### src/rtl/pwm_audio_out.sv
// PWM audio output stage with pop-suppressing gain ramp and sample-rate strobe for the mixer.
// Define AUDIO_DELTASIGMA_EN to replace the PWM comparator with a first-order delta-sigma modulator.
module pwm_audio_out #(
  parameter int SAMPLE_W     = 10,
  parameter int RAMP_PERIODS = 64
) (
  input  logic                clk,
  input  logic                rst,
  input  logic [SAMPLE_W-1:0] sample_in,
  input  logic                audio_en,
  output logic                sample_tick,
  output logic                pwm_out,
  output logic                aud_sd,
  output logic [1:0]          state
);

  localparam logic [1:0] ST_OFF  = 2'd0;
  localparam logic [1:0] ST_UP   = 2'd1;
  localparam logic [1:0] ST_RUN  = 2'd2;
  localparam logic [1:0] ST_DOWN = 2'd3;

  localparam int RC_W = (RAMP_PERIODS > 1) ? $clog2(RAMP_PERIODS) : 1;
  localparam logic [RC_W-1:0] RC_LAST = RC_W'(RAMP_PERIODS - 1);

  logic [SAMPLE_W-1:0] cnt;
  logic [SAMPLE_W-1:0] duty;
  logic [SAMPLE_W-1:0] duty_next;
  logic [SAMPLE_W+4:0] prod;
  logic [4:0]          gain;
  logic [4:0]          gain_next;
  logic [RC_W-1:0]     rc;
  logic [RC_W-1:0]     rc_next;
  logic [1:0]          state_next;
  logic                pwm_bit;
  logic                unused_prod;

  assign sample_tick = (cnt == {SAMPLE_W{1'b1}});

  // Gain only moves on tick edges; a ramp reversal keeps the current gain and restarts rc.
  always_comb begin
    state_next = state;
    gain_next  = gain;
    rc_next    = rc;
    if (sample_tick) begin
      case (state)
        ST_OFF: begin
          gain_next = 5'd0;
          rc_next   = '0;
          if (audio_en) state_next = ST_UP;
        end
        ST_UP: begin
          if (!audio_en) begin
            state_next = ST_DOWN;
            rc_next    = '0;
          end else begin
            if (rc == RC_LAST) begin
              gain_next = gain + 5'd1;
              rc_next   = '0;
            end else begin
              rc_next = rc + RC_W'(1);
            end
            if (gain_next == 5'd16) state_next = ST_RUN;
          end
        end
        ST_RUN: begin
          gain_next = 5'd16;
          if (!audio_en) begin
            state_next = ST_DOWN;
            rc_next    = '0;
          end
        end
        default: begin
          if (audio_en) begin
            state_next = ST_UP;
            rc_next    = '0;
          end else begin
            if (rc == RC_LAST) begin
              gain_next = gain - 5'd1;
              rc_next   = '0;
            end else begin
              rc_next = rc + RC_W'(1);
            end
            if (gain_next == 5'd0) state_next = ST_OFF;
          end
        end
      endcase
    end
  end

  // Gain is in 1/16 steps, so full scale (16) reproduces the sample exactly.
  assign prod        = (SAMPLE_W+5)'(sample_in) * (SAMPLE_W+5)'(gain_next);
  assign duty_next   = prod[SAMPLE_W+3:4];
  assign unused_prod = ^{prod[SAMPLE_W+4], prod[3:0]};

`ifdef AUDIO_DELTASIGMA_EN
  logic [SAMPLE_W-1:0] acc;
  logic [SAMPLE_W:0]   acc_sum;

  assign acc_sum = {1'b0, acc} + {1'b0, duty};
  assign pwm_bit = acc_sum[SAMPLE_W] && (state != ST_OFF);

  always_ff @(posedge clk) begin
    if (rst || (state == ST_OFF)) begin
      acc <= '0;
    end else begin
      acc <= acc_sum[SAMPLE_W-1:0];
    end
  end
`else
  assign pwm_bit = (state != ST_OFF) && (cnt < duty);
`endif

  always_ff @(posedge clk) begin
    if (rst) begin
      cnt     <= '0;
      state   <= ST_OFF;
      gain    <= 5'd0;
      rc      <= '0;
      duty    <= '0;
      pwm_out <= 1'b0;
      aud_sd  <= 1'b0;
    end else begin
      cnt     <= cnt + SAMPLE_W'(1);
      state   <= state_next;
      gain    <= gain_next;
      rc      <= rc_next;
      if (sample_tick) duty <= duty_next;
      pwm_out <= pwm_bit;
      aud_sd  <= (state_next != ST_OFF);
    end
  end

endmodule

### config.mk
export PLATFORM = sky130hd
export DESIGN_NAME = pwm_audio_out
export DESIGN_NICKNAME = d
export VERILOG_FILES = /design/src/rtl/pwm_audio_out.sv
export SDC_FILE = /design/constraint.sdc
export NUM_CORES = 1
export LEC_CHECK = 0
export CAP_MARGIN = 10
export CORE_MARGIN = 2
export CORE_UTILIZATION = 39
export DETAILED_ROUTE_END_ITERATION = 12
export REMOVE_ABC_BUFFERS = 1
export SYNTH_ARGS = -nofsm -noshare
export SYNTH_HDL_FRONTEND = slang
export SYNTH_SLANG_ARGS = --single-unit
### constraint.sdc
create_clock -name clk -period 10.35 [get_ports clk]
set_clock_uncertainty 0.05 [all_clocks]
set_input_delay 2.5875 -clock clk [delete_from_list [all_inputs] [get_ports clk]]
set_output_delay 2.5875 -clock clk [all_outputs]
set_load 0.02 [all_outputs]
=== Word-level counts from Yosys, hierarchy flattened ===
Index checks and enable logic that the tools add are counted.

* Register bits: 35
* Input bits: 13
* Logic and storage cells: 51

* Add/sub/neg operators: 4
* Multipliers: 1
* Magnitude comparators: 1
* Equality and inequality tests: 6
* Mux-type cells: 25
* Reductions and logical operators: 7

{| class="wikitable"
|+ Operators by type and width
! cell !! count
|-
| $mux 5 || 11
|-
| $mux 6 || 4
|-
| $pmux 6 s3 || 1
|-
| $pmux 5 s3 || 1
|-
| $mul 10x5->14 || 1
|-
| $mux 2 || 7
|-
| $add 10x1->10 const B || 1
|-
| $eq 10x10->1 const B || 1
|-
| $lt 10x10->1 || 1
|-
| $add 6x1->6 const B || 1
|-
| $eq 6x6->1 const B || 1
|-
| $pmux 2 s3 || 1
|-
| $add 5x1->5 const B || 1
|-
| $eq 5x5->1 const B || 1
|-
| $logic_not 5->1 || 1
|-
| $sub 5x1->5 const B || 1
|-
| $reduce_bool 2->1 || 2
|-
| $reduce_or 3->1 || 1
|-
| $eq 2x1->1 const B || 1
|-
| $eq 2x2->1 const B || 1
|-
| $logic_not 2->1 || 1
|-
| $ne 2x2->1 const B || 1
|-
| $reduce_and 2->1 || 1
|-
| $logic_and 1x1->1 || 1
|}

=== Longest topological paths before layout ===
* Depth after elaboration: 11
* Gate-level depth with buffers: 27

=== Least setup slack after synthesis ===
No wires, ideal clock.

* Path kind: input to register
* From: input port audio_en
* To: register duty[8]
* Library setup time: 0.070 ns
* Arrival: 7.277 ns
* Path slack: 2.952 ns
* Stages: 23
* Cells stage by stage: clkbuf_1 > clkbuf_1 > inv_1 > nand3_1 > a21oi_1 > o21ai_0 > o2bb2ai_1 > clkbuf_1 > and2_1 > fa_1 > fa_1 > inv_1 > fa_1 > inv_1 > ha_1 > a21o_1 > a211o_1 > a21oi_1 > o21ai_4 > a211oi_1 > xnor2_1 > nand2_1 > a21oi_1

* Cells in the longest elaborated chain, start to end: 4
* Elaborated cells on any way between the ends: 5
* Those cells by class: 1 x mul; 4 x mux

{| class="wikitable"
|+ Ends and longest elaborated chain
! item !! RTL line !! text
|-
| from (decl) || 10 || <nowiki>input logic audio_en,</nowiki>
|-
| $mux 5 (on tied branches) || 73, 52 ||
|-
| $pmux 5 s3 * || 45 || <nowiki>case (state)</nowiki>
|-
| $mux 5 * || 44 || <nowiki>if (sample_tick) begin</nowiki>
|-
| $mul 10x5->14 * || 91 || <nowiki>assign prod = (SAMPLE_W+5)'(sample_in) * (SAMPLE_W+5)'(gain_next);</nowiki>
|-
| to (signal assigned) || 127 || <nowiki>if (sample_tick) duty <= duty_next;</nowiki>
|-
| to (decl) || 26 || <nowiki>logic [SAMPLE_W-1:0] duty;</nowiki>
|}

Mark *: on every way between the ends. The rest lies on a longest branch, timed or not.
A chain may end at the register's enable or synchronous reset.

=== Final worst setup path ===
Ends and elaborated chain as after synthesis.

==> out/summary.txt <==
Pleak: 1.65 nW
CTS Sinks: 35
Synth-to-Final Area Change: 8.92%
Core Util, Final: 43.6%
Total grt overflow: 0
CP max FO: 16
Worst reg2reg path endpoint: duty[8]
Resize count post-CTS: 0
Cell Area, Synth: 3490 sq um
IO Port Bufs: 17
Post-synthesis sequential area ratio: 20.1%
Reg2reg start: rc[0]
Fin crit share: 80.0%
Vias in the first global route: 3017
Slew margin rel.: 22.6%
Via count: 2960
Hold depth: 2
Seq cells post-synth: 35
Syn Inst Count: 436
CTS Hold Buffers Added: 0
Final Max Slew Viols: 0
Peak Freq: 121 MHz
WL final: 7710 um
Setup repair bufs after CTS: 0
Post-DP HPWL: 5990 um
First-pass GRT wire length: 13800 um
Worst reg-to-reg path cell count: 23
# IOs: 18
Hold worst-path end: duty[4]
Pwr dens: 66.4 nW/um^2
WHS: 0.390 ns
DRT antenna net count: 0
Max-cap viol count: 0
CTS max path bufs: 2
TNS Setup: 0 ns
Die width: 98.7 um
Drt wl/cell: 14.0 um
Drt via density: 5.37
Minimum clock period: 8.28 ns
CTS H-tree depth: 2
Nets: 510
Post-synthesis async set-or-reset flop share: 0%
WP data arrival: 8.45 ns
Largest net degree at the start of global routing: 34
1st-iter DRT viols: 148
Hold Violations, Final: 0
Die area: 9730 sq um
RSZ-0062 raised after global routing: no
Measured slew at the worst slew-check pin: 1.15 ns
Crit Path Class: in2reg
Commonest non-fill, non-tap cell in the layout: nand2_1
CTS tree: yes
Synth unique cells: 58
Fraction of layout cells with a size suffix above 1: 5.19%
Root Driver: clkbuf_8
Worst hold start: duty[4]
CP Data Required Time: 10.52 ns
Initial antenna violation count: 0
Post-synth EDFFs: 0
Std-Cell Rows: 34
Finish-stage setup viols: 0
Routed wl met2: 3860 um
Uppermost layer routed: met4
Clock Latency Late Sink: 0.28 ns
# DRC: 0
Synth Flop Type: dfxtp_1
Syn_area_per_cell: 8.02 sq um
TritonCTS buffer count: 5
Detailed Routing Iterations Pass 1: 4
CP Capture Type: register
Starting density of the core: 40.1%
Commonest non-fill, non-tap cells in the layout: 50 x nand2_1, 47 x inv_1, 35 x dfxtp_1
Maximum vdd ir drop: 0.0000432 V
Gr usage total: 17.1%
Ys Warns: 0
Core area: 8720 sq um
Clk slew on worst S/H paths: 0.07 ns
Reg2Reg Setup Slack: 3.74 ns
Met1 wire length: 3520 um
Met3 routed WL: 268 um
Die height: 98.7 um
CP Launch Type: input pin
Status: finished, final reports clean
Hold Crit Class: reg2reg
GPL Wtd Cong: 0.844
N_diodes: 0
==> through the flow <==
step           area [sq um]  setup WS [ns]  power [mW]  cells
2_1_floorplan          3410           3.29       0.147    417
3_3_place_gp           3720           1.96       0.158    543
5_1_grt                3810           1.61       0.264    551
6_report               3810           2.07       0.253    551
3_5_place_dp           3720           1.82       0.159    543
4_1_cts                3810           2.09       0.256    551
==> worst max path at each step <==
stage / slack (ns) / endpoint / start
after floorplan: 3.29 / duty[8] / audio_en
after global placement: 1.96 / duty[8] / audio_en
after detailed placement: 1.82 / duty[8] / audio_en
after CTS: 2.09 / duty[8] / audio_en
after global routing: 1.61 / duty[8] / audio_en
final: 2.07 / duty[8] / audio_en
==> cell families (layout without fill, tap and decap cells) <==
kind of cell | after synthesis | in the layout | synth area share [%]
fa+ha+maj | 55 | 55 | 24.4
simple gates | 177 | 177 | 26.9
mux | 2 | 2 | 0.573
compound gates | 76 | 76 | 14.4
xor+xnor | 24 | 24 | 6.01
buf+inv | 67 | 74 | 7.63
flops | 35 | 35 | 20.1
==> power breakdown <==
group | internal (mW) | switching, mW | total (mW)
registers | 0.136 | 0.00113 | 0.137
logic | 0.00978 | 0.00883 | 0.0186
clock network | 0.0470 | 0.0503 | 0.0973
total | 0.192 | 0.0602 | 0.253
==> cell usage after synthesis, types with 3 or more instances <==
cell	instances	share of area, %
dfxtp_1	35	20
nand2_1	50	5.4
inv_1	47	5.0
nand3b_1	5	1.1
or4_1	3	0.64
nor3_1	4	0.57
xnor2_1	13	3.3
and4_1	3	0.75
or3_1	4	0.72
a31oi_1	4	0.72
nor2b_1	13	2.3
fa_1	22	13
o211ai_1	3	0.64
clkbuf_1	13	1.4
nor2_1	28	3.0
a21oi_1	22	3.2
buf_2	3	0.43
o21ai_0	15	2.1
and3_1	13	2.3
ha_1	33	12
nand2b_1	7	1.3
a211oi_1	3	0.64
a21o_1	8	1.7
nand4_1	4	0.72
xor2_1	11	2.8
nand3_1	13	1.9
and2_1	19	3.4
==> worst max-delay path: stages <==
cell	delay (ns)
clkdlybuf4s50_1	0.67
inv_1	0.25
nand2_1	0.07
o211ai_1	0.08
o21ai_0	0.10
o21ai_0	0.90
and2_1	0.27
fa_1	0.45
fa_1	0.54
inv_1	0.05
fa_1	0.52
inv_1	0.04
ha_1	0.36
a21o_1	0.23
a211o_1	0.31
a21oi_1	0.24
o21ai_4	0.12
a211oi_1	0.29
xnor2_1	0.16
nand2_1	0.07
a21oi_1	0.14
==> metal layers <==
metal  up-vias  GRT usage, %
met3         5          1.63
met4         0          3.79
met5         -             0
met2        57          30.8
li1       1473             -
met1      1425          22.1
==> state kept, by name, indices dropped and copies added (netlist names) <==
register and cells:
cnt 10, state 2, rc 6, pwm_out 1, aud_sd 1, gain 5
duty 10
==> final cells by class <==
type | count | area (sq um)
repair buffers | 18 | 178
flip-flops and latches | 35 | 701
fillers | 854 | 4910
clock buffers | 6 | 72.6
multi-input cells | 334 | 2530
well taps | 108 | 135
clock inverters | 2 | 12.5
inverters | 48 | 180
Note: power is estimated with default switching activity, not from simulation.
